--- src/rtl/muldiv_iter_if.sv ---
// Execute-stage handshake and operand/result bundle for the iterative multiply/divide unit.
interface muldiv_iter_if #(
    parameter int WIDTH = 32
);
    logic               start_i;
    logic               annul_i;
    logic [1:0]         op_i;
    logic [WIDTH-1:0]   opdata1_i;
    logic [WIDTH-1:0]   opdata2_i;
    logic [2*WIDTH-1:0] result_o;
    logic               ready_o;
    logic               busy_o;
    logic               dbz_o;

    modport master (
        output start_i, annul_i, op_i, opdata1_i, opdata2_i,
        input  result_o, ready_o, busy_o, dbz_o
    );

    modport slave (
        input  start_i, annul_i, op_i, opdata1_i, opdata2_i,
        output result_o, ready_o, busy_o, dbz_o
    );
endinterface

--- src/rtl/muldiv_iter.sv ---
// Iterative signed/unsigned multiply and restoring divide, one bit per cycle, {hi,lo} result.
// Operands are reduced to magnitudes at start; sign correction is applied on the final step.
module muldiv_iter #(
    parameter int WIDTH = 32
) (
    input logic          clk,
    input logic          reset,
    muldiv_iter_if.slave bus
);
    localparam int CNT_W = $clog2(WIDTH) + 1;

    localparam logic [1:0] ST_IDLE = 2'd0;
    localparam logic [1:0] ST_CALC = 2'd1;
    localparam logic [1:0] ST_DONE = 2'd2;

    localparam logic [WIDTH-1:0]   ZERO_W   = {WIDTH{1'b0}};
    localparam logic [WIDTH-1:0]   ONES_W   = {WIDTH{1'b1}};
    localparam logic [WIDTH-1:0]   ONE_W    = {{(WIDTH-1){1'b0}}, 1'b1};
    localparam logic [2*WIDTH-1:0] ZERO_2W  = {(2*WIDTH){1'b0}};
    localparam logic [2*WIDTH-1:0] ONE_2W   = {{(2*WIDTH-1){1'b0}}, 1'b1};
    localparam logic [CNT_W-1:0]   CNT_ZERO = {CNT_W{1'b0}};
    localparam logic [CNT_W-1:0]   CNT_ONE  = {{(CNT_W-1){1'b0}}, 1'b1};
    localparam logic [CNT_W-1:0]   CNT_LAST = CNT_W'(WIDTH - 1);

    function automatic logic [WIDTH-1:0] negate_w(input logic [WIDTH-1:0] v);
        return ~v + ONE_W;
    endfunction

    function automatic logic [2*WIDTH-1:0] negate_2w(input logic [2*WIDTH-1:0] v);
        return ~v + ONE_2W;
    endfunction

    logic [1:0]         state_q, state_d;
    logic [CNT_W-1:0]   cnt_q, cnt_d;
    logic [1:0]         op_q, op_d;
    logic               neg_q, neg_d;
    logic               rneg_q, rneg_d;
    logic [WIDTH:0]     rem_q, rem_d;
    logic [WIDTH-1:0]   quo_q, quo_d;
    logic [WIDTH-1:0]   opb_q, opb_d;
    logic [2*WIDTH-1:0] pend_res_q, pend_res_d;
    logic               pend_dbz_q, pend_dbz_d;
    logic [2*WIDTH-1:0] result_q, result_d;
    logic               dbz_q, dbz_d;

    logic               sign1_s, sign2_s;
    logic [WIDTH-1:0]   mag1_s, mag2_s;
    logic [WIDTH:0]     mul_hi_s, add_s, shifted_s, trial_s, rem_step_s;
    logic [WIDTH-1:0]   quo_step_s;
    logic [2*WIDTH-1:0] final_s;
    logic               ready_s;

    // Start-cycle operand decode: MULT and DIV (op bit 0 clear) are the signed ops
    always_comb begin
        sign1_s = ~bus.op_i[0] & bus.opdata1_i[WIDTH-1];
        sign2_s = ~bus.op_i[0] & bus.opdata2_i[WIDTH-1];
        if (sign1_s) begin
            mag1_s = negate_w(bus.opdata1_i);
        end else begin
            mag1_s = bus.opdata1_i;
        end
        if (sign2_s) begin
            mag2_s = negate_w(bus.opdata2_i);
        end else begin
            mag2_s = bus.opdata2_i;
        end
    end

    // One iteration: shift-add for multiply, restoring subtract for divide
    always_comb begin
        mul_hi_s   = rem_q + {1'b0, opb_q};
        shifted_s  = {rem_q[WIDTH-1:0], quo_q[WIDTH-1]};
        trial_s    = shifted_s - {1'b0, opb_q};
        add_s      = rem_q;
        rem_step_s = rem_q;
        quo_step_s = quo_q;
        if (op_q[1]) begin
            if (!trial_s[WIDTH]) begin
                rem_step_s = trial_s;
                quo_step_s = {quo_q[WIDTH-2:0], 1'b1};
            end else begin
                rem_step_s = shifted_s;
                quo_step_s = {quo_q[WIDTH-2:0], 1'b0};
            end
        end else begin
            if (quo_q[0]) begin
                add_s = mul_hi_s;
            end else begin
                add_s = rem_q;
            end
            rem_step_s = {1'b0, add_s[WIDTH:1]};
            quo_step_s = {add_s[0], quo_q[WIDTH-1:1]};
        end
    end

    // Sign correction of the last step's {hi,lo}
    always_comb begin
        final_s = {rem_step_s[WIDTH-1:0], quo_step_s};
        if (op_q[1]) begin
            if (neg_q) begin
                final_s[WIDTH-1:0] = negate_w(quo_step_s);
            end else begin
                final_s[WIDTH-1:0] = quo_step_s;
            end
            if (rneg_q) begin
                final_s[2*WIDTH-1:WIDTH] = negate_w(rem_step_s[WIDTH-1:0]);
            end else begin
                final_s[2*WIDTH-1:WIDTH] = rem_step_s[WIDTH-1:0];
            end
        end else begin
            if (neg_q) begin
                final_s = negate_2w({rem_step_s[WIDTH-1:0], quo_step_s});
            end else begin
                final_s = {rem_step_s[WIDTH-1:0], quo_step_s};
            end
        end
    end

    // Next-state and datapath update
    always_comb begin
        state_d    = state_q;
        cnt_d      = cnt_q;
        op_d       = op_q;
        neg_d      = neg_q;
        rneg_d     = rneg_q;
        rem_d      = rem_q;
        quo_d      = quo_q;
        opb_d      = opb_q;
        pend_res_d = pend_res_q;
        pend_dbz_d = pend_dbz_q;
        result_d   = result_q;
        dbz_d      = dbz_q;
        case (state_q)
            ST_IDLE: begin
                if (bus.start_i && !bus.annul_i) begin
                    op_d   = bus.op_i;
                    neg_d  = sign1_s ^ sign2_s;
                    rneg_d = sign1_s;
                    rem_d  = {1'b0, ZERO_W};
                    quo_d  = mag1_s;
                    opb_d  = mag2_s;
                    cnt_d  = CNT_ZERO;
                    if (bus.op_i[1] && (bus.opdata2_i == ZERO_W)) begin
                        state_d    = ST_DONE;
                        pend_res_d = {bus.opdata1_i, ONES_W};
                        pend_dbz_d = 1'b1;
                    end else begin
                        state_d = ST_CALC;
                    end
                end else begin
                    state_d = ST_IDLE;
                end
            end
            ST_CALC: begin
                if (bus.annul_i) begin
                    state_d = ST_IDLE;
                end else begin
                    rem_d = rem_step_s;
                    quo_d = quo_step_s;
                    cnt_d = cnt_q + CNT_ONE;
                    if (cnt_q == CNT_LAST) begin
                        state_d    = ST_DONE;
                        pend_res_d = final_s;
                        pend_dbz_d = 1'b0;
                    end else begin
                        state_d = ST_CALC;
                    end
                end
            end
            ST_DONE: begin
                state_d = ST_IDLE;
                // Commit only if the pulse was not annulled in this cycle
                if (!bus.annul_i) begin
                    result_d = pend_res_q;
                    dbz_d    = pend_dbz_q;
                end else begin
                    result_d = result_q;
                    dbz_d    = dbz_q;
                end
            end
            default: begin
                state_d = ST_IDLE;
            end
        endcase
    end

    // State and datapath registers
    always_ff @(posedge clk or negedge reset) begin
        if (!reset) begin
            state_q    <= ST_IDLE;
            cnt_q      <= CNT_ZERO;
            op_q       <= 2'b00;
            neg_q      <= 1'b0;
            rneg_q     <= 1'b0;
            rem_q      <= {1'b0, ZERO_W};
            quo_q      <= ZERO_W;
            opb_q      <= ZERO_W;
            pend_res_q <= ZERO_2W;
            pend_dbz_q <= 1'b0;
            result_q   <= ZERO_2W;
            dbz_q      <= 1'b0;
        end else begin
            state_q    <= state_d;
            cnt_q      <= cnt_d;
            op_q       <= op_d;
            neg_q      <= neg_d;
            rneg_q     <= rneg_d;
            rem_q      <= rem_d;
            quo_q      <= quo_d;
            opb_q      <= opb_d;
            pend_res_q <= pend_res_d;
            pend_dbz_q <= pend_dbz_d;
            result_q   <= result_d;
            dbz_q      <= dbz_d;
        end
    end

    // The DONE cycle presents the pending result so an annul there leaves outputs untouched
    assign ready_s      = (state_q == ST_DONE) & ~bus.annul_i;
    assign bus.ready_o  = ready_s;
    assign bus.result_o = ready_s ? pend_res_q : result_q;
    assign bus.dbz_o    = ready_s ? pend_dbz_q : dbz_q;
    assign bus.busy_o   = (state_q != ST_IDLE);
endmodule

--- src/flat_wrapper.sv ---
// flat-port wrapper written by rule: the top's interface ports become plain ports
module muldiv_iter_flat 
#(
    parameter int WIDTH = 32
)
  (clk, reset, bus_start_i, bus_annul_i, bus_op_i, bus_opdata1_i, bus_opdata2_i, bus_result_o, bus_ready_o, bus_busy_o, bus_dbz_o);
  muldiv_iter_if #(.WIDTH(WIDTH)) bus_i ();
  input logic clk;
  input logic reset;
  input wire logic [$bits(bus_i.start_i)-1:0] bus_start_i;
  input wire logic [$bits(bus_i.annul_i)-1:0] bus_annul_i;
  input wire logic [$bits(bus_i.op_i)-1:0] bus_op_i;
  input wire logic [$bits(bus_i.opdata1_i)-1:0] bus_opdata1_i;
  input wire logic [$bits(bus_i.opdata2_i)-1:0] bus_opdata2_i;
  output wire logic [$bits(bus_i.result_o)-1:0] bus_result_o;
  output wire logic [$bits(bus_i.ready_o)-1:0] bus_ready_o;
  output wire logic [$bits(bus_i.busy_o)-1:0] bus_busy_o;
  output wire logic [$bits(bus_i.dbz_o)-1:0] bus_dbz_o;
  assign bus_i.start_i = bus_start_i;
  assign bus_i.annul_i = bus_annul_i;
  assign bus_i.op_i = bus_op_i;
  assign bus_i.opdata1_i = bus_opdata1_i;
  assign bus_i.opdata2_i = bus_opdata2_i;
  assign bus_result_o = bus_i.result_o;
  assign bus_ready_o = bus_i.ready_o;
  assign bus_busy_o = bus_i.busy_o;
  assign bus_dbz_o = bus_i.dbz_o;
  muldiv_iter #(.WIDTH(WIDTH)) u_core (.clk(clk), .reset(reset), .bus(bus_i));
endmodule
--- config.mk ---
export PLATFORM = sky130hd
export DESIGN_NAME = muldiv_iter_flat
export DESIGN_NICKNAME = d
export VERILOG_FILES = /design/src/rtl/muldiv_iter_if.sv /design/src/rtl/muldiv_iter.sv /design/src/flat_wrapper.sv
export SDC_FILE = /design/constraint.sdc
export NUM_CORES = 1
export LEC_CHECK = 0
export BUFFER_PORTS_ARGS = -buffer_cell sky130_fd_sc_hd__buf_2
export CORE_UTILIZATION = 50
export DETAILED_ROUTE_END_ITERATION = 8
export PLACE_DENSITY_LB_ADDON = 0.25
export SLEW_MARGIN = 20
export SYNTH_ARGS = -nofsm -noshare
export SYNTH_HDL_FRONTEND = slang
export SYNTH_SLANG_ARGS = --single-unit
--- constraint.sdc ---
create_clock -name clk -period 6.5 [get_ports clk]
set_input_delay 0.975 -clock clk [delete_from_list [all_inputs] [get_ports clk]]
set_output_delay 0.975 -clock clk [all_outputs]
set_load 0.05 [all_outputs]
Word level (Yosys, flattened, before mapping)
Cells that the tools add are included.

storage, ports and cells
  register bits after elaboration = 239
  bits of input ports = 70
  output and inout bits = 67

cells by class
  add/sub/neg operators = 8
  equality and inequality tests = 7
  mux-type cells = 37
  bitwise operators = 11
  reduce and logical (&&, ||, !) cells = 11

operator list
  operator                                       count
  two-way mux 64 bit                             7
  two-way mux 32 bit                             7
  two-way mux 33 bit                             5
  adder 32 x 1 -> 32 bit, second input constant  4
  inverter 32 bit                                4
  case mux 64 bit (2 select lines)               1
  case mux 33 bit (2 select lines)               1
  adder 64 x 1 -> 64 bit, second input constant  1
  inverter 64 bit                                1
  case mux 32 bit (2 select lines)               1
  adder 33 x 32 -> 33 bit                        1
  subtractor 33 x 32 -> 33 bit                   1
  logical NOT 32 bit                             1
  two-way mux 6 bit                              2
  case mux 6 bit (2 select lines)                1
  two-way mux 2 bit                              4
  adder 6 x 1 -> 6 bit, second input constant    1
  == test 6 x 5 -> 1 bit, second input constant  1
  two-way mux 1 bit                              6
  != test 2 x 1 -> 1 bit, second input constant  3
  AND reduction 5 bit                            1
  case mux 2 bit (2 select lines)                1
  AND reduction 2 bit                            2
  nonzero test 2 bit                             2
  11 further kinds                               15

Logic depth before layout (Yosys ltp)
  depth in word-level cells = 10
  mapped depth = 29
  mapped depth without buffers = 28

Least setup slack after synthesis
No wires, ideal clock.

  path type = reg2reg
  start = register u_core.rem_q[12]
  end = register u_core.pend_res_q[62]
  library setup time = 0.136 ns
  data arrival time = 5.492 ns
  data required time = 6.364 ns
  path slack = 0.872 ns
  cell stages (with the launch flop) = 27
  path buffers = 3
  path through = dfrtp_1 -> ha_1 -> clkbuf_1 -> nand2_1 -> nor4_1 -> o211ai_1 -> a31oi_1 -> nor3_1 -> nor4_1 -> o21ai_0 -> nand2b_1 -> ha_1 -> clkinv_1 -> nor2_1 -> clkbuf_1 -> a21oi_1 -> ha_1 -> o21ai_0 -> nor4_2 -> nand3_1 -> or2_1 -> and2_0 -> clkbuf_1 -> or3_1 -> o41ai_2 -> xnor2_1 -> o22ai_1

on the way
  word-level cells in the longest chain between the ends = 10
  elaborated cells between the ends (all ways) = 17

RTL lines
  what                                                                     line                                    RTL
  from (decl)                                                              muldiv_iter.sv:38                       logic [WIDTH:0] rem_q, rem_d;
  from (signal assigned)                                                   muldiv_iter.sv:195                      rem_q <= {1'b0, ZERO_W};
  from (signal assigned)                                                   muldiv_iter.sv:208                      rem_q <= rem_d;
  subtractor 33 x 32 -> 33 bit or adder 33 x 32 -> 33 bit (tied branches)  muldiv_iter.sv:73, muldiv_iter.sv:71
  two-way mux 1 bit (tied with other cells)                                muldiv_iter.sv:78                       if (!trial_s[WIDTH]) begin
  two-way mux 32 bit or two-way mux 33 bit (tied branches)                 muldiv_iter.sv:77                       if (op_q[1]) begin
  inverter 64 bit or inverter 32 bit (tied branches)                       muldiv_iter.sv:30, muldiv_iter.sv:26
  adder 64 x 1 -> 64 bit or adder 32 x 1 -> 32 bit (tied branches)         muldiv_iter.sv:30, muldiv_iter.sv:26
  two-way mux 64 bit or two-way mux 32 bit (tied branches)                 muldiv_iter.sv:111, muldiv_iter.sv:105
  two-way mux 64 bit (*)                                                   muldiv_iter.sv:99                       if (op_q[1]) begin
  two-way mux 64 bit (*)                                                   muldiv_iter.sv:161                      if (cnt_q == CNT_LAST) begin
  two-way mux 64 bit (*)                                                   muldiv_iter.sv:155                      if (bus.annul_i) begin
  case mux 64 bit (2 select lines) (*)                                     muldiv_iter.sv:133                      case (state_q)
  to (signal assigned)                                                     muldiv_iter.sv:211                      pend_res_q <= pend_res_d;
  to (decl)                                                                muldiv_iter.sv:41                       logic [2*WIDTH-1:0] pend_res_q, pend_res_d;

Every way passes the cells marked *; elsewhere a longest branch is shown, timed or not. The select of a mux whose other input is x is not followed.
A chain may end at the register's enable or synchronous reset.

Worst setup path in the final report
  start = register u_core.rem_q[19]
  end = register u_core.pend_res_q[60]

The elaborated chain is that of the path after synthesis.

==> flow_metrics.py <==
metrics = {
    "finish": {
        "drive_above_1_share_pct": 16.0,
        "nFillCells": 3144,
        "synthToLayoutAreaGrowth_pct": 12.8,
        "final_net_count": 2338,
    },
    "global_route": {
        "antenna_found_initial": 3,
        "grt_pass1_vias": 15800,
        "grtUsageMet1_pct": 48.4,
        "use_met3_pct": 4.94,
        "gr-total-overflow": 0,
        "grt_max_degree": 158,
        "top_usage_layer": "met2",
        "grt_usage_pct": 33.2,
        "met2_usage_pct": 49.6,
        "grt_pass1_wl_um": 92700,
    },
    "floorplanning": {
        "start_util_pct": 51.4,
        "die_y_um": 189,
        "core_um2": 33900,
        "dieArea_um2": 35600,
        "io_pins": 137,
        "die_x_um": 189,
        "rows": 67,
    },
    "synthesis": {
        "post_synth.cell_area_avg_um2": 8.32,
        "ys_seq_elements": 238,
        "synth_ff_type": "dfrtp_1",
        "synth_cell_types": 95,
        "synth_area_um2": 17400,
        "yosysSeqAreaShare_pct": 34.2,
        "ys_async_sr_fraction_pct": 100,
        "synth_edf_count": 0,
        "syn-num-nets": 2234,
        "yosys_warnings": 0,
        "synth_cells": 2092,
    },
    "setup_path": {
        "arrival_ns": 6.48,
        "path_class": "reg2reg",
        "end_kind": "flop",
        "cp_max_fo": 7,
        "critical_path_required_ns": 6.90,
        "startpoint_type": "flop",
    },
    "sta": {
        "tightestPinTransition_ns": 1.08,
        "rsz0062_at_grt": "no",
        "tns_ns": 0,
        "fin_crit_sh_pct": 93.6,
        "drv_slew": 0,
        "period_needed_ns": 6.08,
        "relSlewSlack_pct": 27.9,
        "hold_viol": 0,
        "fin_hold_ws_ns": 0.403,
        "finClkSkew_ns": 0.0221,
        "max_freq_mhz": 164,
        "setup_viol": 0,
    },
    "pwr": {
        "ir_drop_mv": 0.270,
        "p_leak_nw": 8.88,
        "powerDensity_nw_per_um2": 454,
    },
    "detailed_routing": {
        "routed_via_density": 6.34,
        "drt_iter0_drc": 1759,
        "wl_per_cell_um": 22.4,
        "drt_pass1_iterations": 6,
        "drc_errors": 0,
        "antenna_left": 0,
        "finalWirelength_um": 59700,
        "vias": 16900,
    },
    "clocking": {
        "cts_num_sinks": 238,
        "ctsRootBufferMaster": "clkbuf_16",
        "cts.clk_slew.worst_paths_ns": 0.06,
        "cts_buffers": 29,
        "cts_max_path_buffers": 3,
        "post_cts_buffers": 0,
        "cts_tree": "done",
        "clk_latency_ns": 0.56,
        "holdBufCountCts": 0,
        "cts_resized": 0,
        "htree_levels": 1,
    },
    "placement": {
        "io_buffers": 136,
        "gp_congestion": 0.957,
        "dp_hpwl_um": 44500,
    },
    "job": {
        "maxCapViolCount": 0,
    },
    "hold_path": {
        "hp-class": "in2async",
    },
    "run_status": {
        "status": "complete, no violations",
    },
}
==> Yosys cell counts (all sizes together) (8+ instances only) <==
cell type / number / area share [%]
nand2: 247 / 5.4
dfrtp: 238 / 34
a21oi: 209 / 6.0
o21ai: 199 / 5.8
nor2: 184 / 4.0
xnor2: 87 / 4.4
mux2: 82 / 5.3
clkbuf: 77 / 1.7
ha: 70 / 5.0
inv: 67 / 1.4
xor2: 63 / 3.2
nor3: 43 / 1.3
nand3: 42 / 1.3
buf: 32 / 0.88
mux2i: 32 / 1.8
or3: 29 / 1.0
nand4: 25 / 0.90
a21o: 24 / 1.0
o211ai: 23 / 1.1
o31ai: 22 / 0.95
a31oi: 18 / 0.65
nand2b: 18 / 0.65
nor4: 17 / 0.65
o21a: 17 / 0.73
o22ai: 17 / 0.61
and3: 13 / 0.47
nor3b: 13 / 0.63
a211oi: 12 / 0.57
and2: 12 / 0.44
o221ai: 12 / 0.60
a22o: 10 / 0.50
nor2b: 10 / 0.36
o41ai: 10 / 0.55
nand3b: 9 / 0.41
a211o: 8 / 0.40
o22a: 8 / 0.40
==> cells by family after synthesis <==
group	Yosys count	share of synthesized area, %
flip-flops	238	34.2
buffers and inverters	179	4.05
AO/OA/AOI/OAI	652	23.2
adder cells (fa/ha/maj)	72	5.26
XOR/XNOR	150	7.55
multiplexers	114	7.14
AND/OR/NAND/NOR	687	18.6
==> stage by stage <==
stage,utilization [%],instances,power (mW),instance area (um2),setup slack [ns]
after floorplan,-,2092,5.36,17400,0.872
after CTS,57.9,2665,8.76,19600,0.520
final,58.0,2668,8.92,19600,0.416
after global placement,54.9,2613,6.96,18600,0.688
after global routing,58.0,2668,9.38,19600,0.0316
after detailed placement,54.9,2613,6.99,18600,0.542
==> final timing paths <==
path	startpoint	end	slack, ns	depth (start not counted)
min in group clk	u_core.pend_res_q[41]	u_core.pend_res_q[41]	0.48	2
max in group asynchronous	reset	u_core.op_q[1]	4.69	2
setup / recovery	u_core.rem_q[19]	u_core.pend_res_q[60]	0.42	25
hold / removal	reset	u_core.result_q[30]	0.40	1
hold reg to reg	u_core.pend_res_q[41]	u_core.pend_res_q[41]	0.48	2
setup reg to reg	u_core.rem_q[19]	u_core.pend_res_q[60]	0.42	25
==> layout by cell type, fill, tap and decap left out, types with 32 or more instances in the layout <==
| master | n |
|---|---|
| a21oi_1 | 208 |
| nor2_1 | 182 |
| ha_1 | 70 |
| inv_1 | 66 |
| buf_4 | 45 |
| nor3_1 | 42 |
| nand3_1 | 40 |
| xnor2_1 | 87 |
| mux2_2 | 82 |
| o21ai_0 | 187 |
| mux2i_1 | 32 |
| nand2_1 | 245 |
| buf_2 | 135 |
| xor2_1 | 63 |
| dfrtp_1 | 237 |
==> layer usage <==
metal / vias up / share of wire (%)
met2: 850 / 44
li1: 7778 / -
met1: 8148 / 44
met3: 139 / 8.8
met4: 0 / 3.7
met5: - / 0
==> report_power, final <==
group	switching [mW]	internal (mW)
combinational	3.32	1.85
sequential	0.324	1.68
clock	0.674	1.06
==> flip-flops by register name (all words and copies together), names as in the netlist <==
register,flops
u_core.neg_q,1
u_core.state_q,2
u_core.cnt_q,6
u_core.opb_q,32
u_core.rneg_q,1
u_core.pend_dbz_q,1
u_core.dbz_q,1
u_core.result_q,64
u_core.pend_res_q,64
u_core.quo_q,32
u_core.op_q,1
u_core.rem_q,33
==> critical path: stages (launching register included) <==
cell and delay (ns):
dfrtp_1 0.45, ha_1 0.43, and3_1 0.27, and3_1 0.26, nand3_1 0.09, a31oi_1 0.26
nor3_1 0.12, nor4_1 0.34, o21ai_0 0.13, nand2b_1 0.08, ha_1 0.26, clkinv_1 0.08
nor2_1 0.06, a21oi_1 0.25, ha_1 0.25, o21ai_0 0.18, nor4_2 0.42, nand3_1 0.22
or2_1 0.35, and2_1 0.21, a2bb2oi_1 0.13, nor4_1 0.43, nand3_1 0.17, o21ai_0 0.22
xnor2_1 0.15, o22ai_1 0.10
==> final cells by class <==
type                    count  area (um2)  area share, %
repair buffers            182        1050           5.34
diodes                      3        7.51         0.0382
clock buffers              38         800           4.07
well taps                 448         561           2.85
clock inverters            14         211           1.08
inverters                  70         263           1.34
multi-input cells        1675       10800           54.9
flip-flops and latches    238        5960           30.3
(Power assumes the default switching activity.)
